==> src/rtl/ram_access_pkg.sv <==
// ram_access_pkg: shared types for the RAM load/store sequencer.
//   ADDR_W_DEF : default RAM byte-address width (1024 entries)
//   size_e     : access size (byte / half / word)
//   state_e    : sequencer states
//   norm_size  : maps the raw 2-bit size field to size_e (2'b11 -> word)
package ram_access_pkg;

  localparam int ADDR_W_DEF = 10;

  typedef enum logic [1:0] {
    SZ_BYTE = 2'b00,
    SZ_HALF = 2'b01,
    SZ_WORD = 2'b10
  } size_e;

  typedef enum logic [1:0] {
    ST_IDLE = 2'b00,
    ST_PH0  = 2'b01,
    ST_PH1  = 2'b10,
    ST_FIN  = 2'b11
  } state_e;

  // The unused encoding 2'b11 is a word access.
  function automatic size_e norm_size(input logic [1:0] raw);
    return (raw == 2'b11) ? SZ_WORD : size_e'(raw);
  endfunction

endpackage

==> src/rtl/ram_load_extend.sv <==
// ram_load_extend: combinational little-endian load assembly.
// Ports:
//   b0..b3      in  8   bytes at addr+0 .. addr+3
//   size        in  2   size_e encoding (already normalised)
//   is_unsigned in  1   1 = zero-extend, 0 = sign-extend
//   rdata       out 32  extended load result
module ram_load_extend
  import ram_access_pkg::*;
(
  input  logic [7:0]  b0,
  input  logic [7:0]  b1,
  input  logic [7:0]  b2,
  input  logic [7:0]  b3,
  input  logic [1:0]  size,
  input  logic        is_unsigned,
  output logic [31:0] rdata
);

  always_comb begin
    rdata = {b3, b2, b1, b0};
    case (size)
      SZ_BYTE: rdata = {{24{~is_unsigned & b0[7]}}, b0};
      SZ_HALF: rdata = {{16{~is_unsigned & b1[7]}}, b1, b0};
      default: ;
    endcase
  end

endmodule

==> src/rtl/ram_access_ctrl.sv <==
// ram_access_ctrl: load/store sequencer driving both ports of a byte-wide
// dual-port data RAM. A request takes one (byte/half) or two (word) RAM
// phases followed by a FIN cycle that registers a one-cycle response.
//
// Build option: RAM_ACCESS_CTRL_MISALIGN_EN
//   defined   - any alignment is legal, bytes wrap modulo 2^ADDR_W, rsp_err=0
//   undefined - misaligned half/word is accepted but skips the RAM phases
//               and answers with rsp_err=1 one cycle earlier
//
// Ports:
//   clk, rst_n                 clock, asynchronous active-low reset
//   req_valid/req_ready        request handshake (ready only in IDLE)
//   req_we, req_size, req_unsigned, req_addr, req_wdata   request fields
//   rsp_valid, rsp_rdata, rsp_err                         one-cycle response
//   ram_addr_a/b, ram_din_a/b, ram_we_a/b                 RAM port drive
//   ram_dout_a/b               RAM read data, one cycle after address
module ram_access_ctrl
  import ram_access_pkg::*;
#(
  parameter int ADDR_W = ADDR_W_DEF,
  parameter int DATA_W = 32
) (
  input  logic              clk,
  input  logic              rst_n,
  input  logic              req_valid,
  output logic              req_ready,
  input  logic              req_we,
  input  logic [1:0]        req_size,
  input  logic              req_unsigned,
  input  logic [ADDR_W-1:0] req_addr,
  input  logic [DATA_W-1:0] req_wdata,
  output logic              rsp_valid,
  output logic [DATA_W-1:0] rsp_rdata,
  output logic              rsp_err,
  output logic [ADDR_W-1:0] ram_addr_a,
  output logic [ADDR_W-1:0] ram_addr_b,
  output logic [7:0]        ram_din_a,
  output logic [7:0]        ram_din_b,
  output logic              ram_we_a,
  output logic              ram_we_b,
  input  logic [7:0]        ram_dout_a,
  input  logic [7:0]        ram_dout_b
);

  state_e              state_q, state_d;
  logic                we_q, uns_q, err_q;
  size_e               size_q, req_sz;
  logic [ADDR_W-1:0]   addr_q;
  logic [DATA_W-1:0]   wdata_q;
  logic [15:0]         stage_q;     // bytes 0/1 of a word load, read in PH0
  logic                misaligned;
  logic [7:0]          fin_b0, fin_b1;
  logic [31:0]         ext_rdata;

  assign req_sz = norm_size(req_size);

`ifdef RAM_ACCESS_CTRL_MISALIGN_EN
  assign misaligned = 1'b0;
`else
  assign misaligned = ((req_sz == SZ_HALF) && req_addr[0]) ||
                      ((req_sz == SZ_WORD) && (req_addr[1:0] != 2'b00));
`endif

  // Next state and RAM port decode.
  always_comb begin
    // NOTE: every output gets a default first so no path leaves a latch.
    state_d    = state_q;
    req_ready  = 1'b0;
    ram_addr_a = '0;
    ram_addr_b = '0;
    ram_din_a  = '0;
    ram_din_b  = '0;
    ram_we_a   = 1'b0;
    ram_we_b   = 1'b0;
    case (state_q)
      ST_IDLE: begin
        req_ready = 1'b1;
        if (req_valid) state_d = misaligned ? ST_FIN : ST_PH0;
      end
      ST_PH0: begin
        ram_addr_a = addr_q;
        ram_addr_b = addr_q + ADDR_W'(1);
        ram_din_a  = wdata_q[7:0];
        ram_din_b  = wdata_q[15:8];
        ram_we_a   = we_q;
        ram_we_b   = we_q && (size_q != SZ_BYTE);
        state_d    = (size_q == SZ_WORD) ? ST_PH1 : ST_FIN;
      end
      ST_PH1: begin
        ram_addr_a = addr_q + ADDR_W'(2);
        ram_addr_b = addr_q + ADDR_W'(3);
        ram_din_a  = wdata_q[23:16];
        ram_din_b  = wdata_q[31:24];
        ram_we_a   = we_q;
        ram_we_b   = we_q;
        state_d    = ST_FIN;
      end
      ST_FIN:  state_d = ST_IDLE;
      default: state_d = ST_IDLE;
    endcase
  end

  // In FIN the RAM outputs hold the last phase's reads: PH0 bytes for
  // byte/half, PH1 bytes (2/3) for a word, whose bytes 0/1 sit in staging.
  assign fin_b0 = (size_q == SZ_WORD) ? stage_q[7:0]  : ram_dout_a;
  assign fin_b1 = (size_q == SZ_WORD) ? stage_q[15:8] : ram_dout_b;

  ram_load_extend u_extend (
    .b0          (fin_b0),
    .b1          (fin_b1),
    .b2          (ram_dout_a),
    .b3          (ram_dout_b),
    .size        (size_q),
    .is_unsigned (uns_q),
    .rdata       (ext_rdata)
  );

  always_ff @(posedge clk or negedge rst_n) begin
    if (!rst_n) begin
      state_q   <= ST_IDLE;
      we_q      <= 1'b0;
      uns_q     <= 1'b0;
      err_q     <= 1'b0;
      size_q    <= SZ_BYTE;
      addr_q    <= '0;
      wdata_q   <= '0;
      stage_q   <= '0;
      rsp_valid <= 1'b0;
      rsp_rdata <= '0;
      rsp_err   <= 1'b0;
    end else begin
      // NOTE: non-blocking assignments so every flop samples pre-edge values.
      state_q   <= state_d;
      rsp_valid <= 1'b0;
      if (state_q == ST_IDLE && req_valid) begin
        we_q    <= req_we;
        uns_q   <= req_unsigned;
        err_q   <= misaligned;
        size_q  <= req_sz;
        addr_q  <= req_addr;
        wdata_q <= req_wdata;
      end
      if (state_q == ST_PH1) stage_q <= {ram_dout_b, ram_dout_a};
      if (state_q == ST_FIN) begin
        rsp_valid <= 1'b1;
        rsp_err   <= err_q;
        rsp_rdata <= (we_q || err_q) ? '0 : ext_rdata;
      end
    end
  end

endmodule

==> config.mk <==
export PLATFORM = sky130hd
export DESIGN_NAME = ram_access_ctrl
export DESIGN_NICKNAME = d
export VERILOG_FILES = /design/src/rtl/ram_access_pkg.sv /design/src/rtl/ram_load_extend.sv /design/src/rtl/ram_access_ctrl.sv
export SDC_FILE = /design/constraint.sdc
export NUM_CORES = 1
export LEC_CHECK = 0
export ABC_AREA = 1
export CORE_ASPECT_RATIO = 0.8
export CORE_MARGIN = 4
export CORE_UTILIZATION = 48
export DETAILED_ROUTE_END_ITERATION = 7
export PLACE_DENSITY = 0.84
export SYNTH_ARGS = -nofsm -noshare
export SYNTH_HDL_FRONTEND = slang
export SYNTH_SLANG_ARGS = --single-unit
export TNS_END_PERCENT = 10
==> constraint.sdc <==
create_clock -name clk -period 3.28 [get_ports clk]
set_input_delay 0.984 -clock clk [delete_from_list [all_inputs] [get_ports clk]]
set_output_delay 0.984 -clock clk [all_outputs]
set_load 0.03 [all_outputs]
==> reports/results.md <==
• finished, final reports clean — status
• 11900 µm² — Die Area
• 0 — max-cap viol count
• 812 — fill cell count
• 23.0 mm — first-pass GRT wire length
• 0 — number of warning messages in the yosys log
• 879 — cell count after placement
• clkbuf_16 — CTS Root Buffer Type
• 99 — TritonCTS sink count
• 0 — count of unresolved DRC violations after routing
• 15.7 µm — routed length per placed instance
• 0 — hold buffer count at CTS
• 0.561 — combinational power share
• 0.499 — initial core utilization
• 3.51 mW — NetSw
• 9 — number of CTS-inserted buffers
• 3.15 nW — leakage power
• inv_1 — Slowest cell on crit path
• 369 — first-iteration detailed-routing DRC count
• 0.56 ns — critical path's largest stage delay
• 0 — number of antenna violations at the first check in global routing
• 3.26 ns — final critical path time including I/O delays and setup
• 0.000538 V — maximum ir drop on the vdd rail
• 60 — pin count of the biggest net entering global routing
• 0 — final setup violation count
• 701 — Synth Net Count
• yes — TritonCTS clock tree
• 32 — floorplan row count
• 0 — remaining global-route overflow
• 4900 µm² — combined area of all synthesized cells
• 0.00956 ns — final worst clock skew
• 4651 — via count of the first global-routing pass
• 0.477 — remaining max-slew budget at the tightest pin
• 7.23 mW — Tot Pwr
• 2 — Max Buffers Root-to-Sink
• 99 — flip-flop and latch count after synthesis
• 3.72 mW — internal power of the cells
• 0.07 ns — clock transition at the registers of the reported paths
• 4720 — number of vias in the routed layout
• 0.159 ns — post-placement worst setup slack
• 7.79 µm² — mean instance size in the synthesized netlist
• 0 — Diodes inserted
• 0.994 — final worst-path cycle share
• 98.4 µm — vertical die dimension
• 0.35 ns — Clock Latency Late Sink
• 14.0 mm — drt total wl
• 2.28 ns — worst path arrival time
• output port — capturing element type of the critical path
• reg -> reg — worst min-delay path category
• 0.135 — Clock power frac
• 0.239 — GRT Total Usage
• 21 — Crit Path Max Fanout
• true — unrepaired setup endpoints after global routing
• 9810 µm² — standard cell core area
• 137 — port bufs
• 629 — synthesized instance count
• 0.506 — post-synthesis sequential area ratio
• 0 ns — aggregate negative setup slack
• 0.307 GHz — maximum frequency from static timing analysis
• 3 — CTS H-tree depth
• 828 — final-stage net count
• 0 — final number of hold-violating endpoints
• 138 — number of primary I/O pins
• 896 — post-route non-filler standard cell count
• 0.672 — share of the core filled with cells
• reg -> out — startpoint-to-endpoint class of the critical path
• inv_1, ha_1, inv_1, buf_4, a21oi_1, buf_4 — critical path, cell by cell
• 0 — Pins Over Slew Limit
• 9.97 mm — DP HPWL
• 2080 µm² — combined area of the multi-input logic cells
• flip-flop — startpoint types
• 30 — distinct cell type count of the synthesized netlist
• 0.0201 ns — final worst setup slack
• 2.30 ns — Worst Path Required
• 121 µm — die width
• buffers and inverters — cell family contributing the most delay on the critical path
• 0.916 — RD Place Congestion
• 0.486 — switching share of power
• 0.124 — fraction of layout cells with a size suffix above 1
• 2480 µm² — Storage cell area
• 5.27 — average via count per standard cell
• 0 — remaining antenna violation count
• 1100 nW/µm² — Pwr per Cell Area
• 6 — iteration count of the initial detailed-routing pass
• 0.782 ns — Worst Tran Pin Value
• 34.6% — layout overhead on the synthesized area
• 4 — number of buffer and inverter instances along the worst setup path
• 0.305 — proportion of power drawn by flip-flops and latches
[final timing paths]
kind | startpoint | endpoint | slack [ns] | cells after the start
max | state_q[1] | ram_din_b[6] | 0.02 | 6
min | wdata_q[19] | wdata_q[19] | 0.48 | 2
max reg2reg | state_q[1] | rsp_rdata[12] | 0.94 | 5
min reg2reg | wdata_q[19] | wdata_q[19] | 0.48 | 2
max in group asynchronous | rst_n | rsp_rdata[29] | 1.95 | 2
min in group asynchronous | rst_n | stage_q[3] | 0.63 | 1
[cells in the mapped netlist (all sizes together)]
| master | number | area share |
|---|---|---|
| o211a | 1 | 0.0036 |
| buf | 19 | 0.024 |
| dfrtp | 99 | 0.51 |
| nand4 | 2 | 0.0026 |
| o22ai | 2 | 0.0026 |
| nor3 | 5 | 0.0084 |
| xor2 | 1 | 0.0018 |
| ha | 7 | 0.018 |
| nand3 | 12 | 0.013 |
| o211ai | 3 | 0.0046 |
| nor2 | 22 | 0.019 |
| clkbuf | 13 | 0.010 |
| o21ai | 94 | 0.10 |
| a21oi | 43 | 0.044 |
| nand2 | 256 | 0.20 |
| inv | 50 | 0.038 |
[routing by layer]
layer | GRT usage | vias up | part of all wire
met5 | 0 | - | 0
met4 | 0.0836 | 0 | 0.025
met3 | 0.0469 | 29 | 0.056
met2 | 0.400 | 167 | 0.50
met1 | 0.311 | 2269 | 0.42
li1 | - | 2255 | -
[sequential cells by signal, summed over array words and instances, names as in the netlist]
signal	flops
stage_q	16
rsp_err	1
addr_q	10
size_q	2
uns_q	1
wdata_q	32
rsp_rdata	32
rsp_valid	1
state_q	2
we_q	1
err_q	1
[worst reg2reg max path: stages, from the launching register on]
cell	delay (ns)
dfrtp_1	0.48
ha_1	0.24
inv_2	0.25
nor3_4	0.70
inv_1	0.38
o21ai_1	0.22
[cell usage in the layout (no fill, tap or decap), types with 4 or more instances in the layout]
master and count:
dfrtp_1 99, clkdlybuf4s50_1 99, inv_1 44, inv_2 6, o21ai_2 10, nand2_2 6, nand3_1 11, nand2_1 249
nor2_1 19, buf_12 4, a21oi_1 43, o21ai_1 22, buf_4 45, o21ai_0 62, clkbuf_16 9, ha_1 6
[timing repair]
| action | CTS | global route |
|---|---|---|
| setup endpoints to repair | 4 | 6 |
| gates resized for setup | 3 | 1 |
| setup buffers | 1 | 1 |
| gates cloned | 0 | 0 |
[stage by stage]
step                cell area, µm²  hold slack (ns)
CTS                           6590            0.483
detailed placement            6300            0.465
global placement              6300            0.457
finish                        6600            0.483
floorplan                     4900            0.442
global route                  6600            0.492
[kinds of logic after synthesis]
logic type	Yosys count	synth area share
xor+xnor	1	0.00179
flops	99	0.506
buf+inv	82	0.0725
fa+ha+maj	7	0.0179
simple gates	297	0.244
compound gates	143	0.158
[final cells by class]
type	instances	share of cell area
clock buffers	10	0.0347
clock inverters	5	0.00607
multi-input cells	448	0.316
inverters	50	0.0285
well taps	136	0.0258
flip-flops and latches	99	0.376
repair buffers	148	0.214
[power groups by stage]
stage	Combinational (mW)	Clock, mW	Sequential (mW)
floorplan	2.29	0	2.44
global placement	3.89	0	2.17
detailed placement	4.01	0	2.20
CTS	4.05	0.992	2.19
global route	4.40	1.04	2.27
finish	4.05	0.975	2.20
Power figures use the tool's default switching activity.
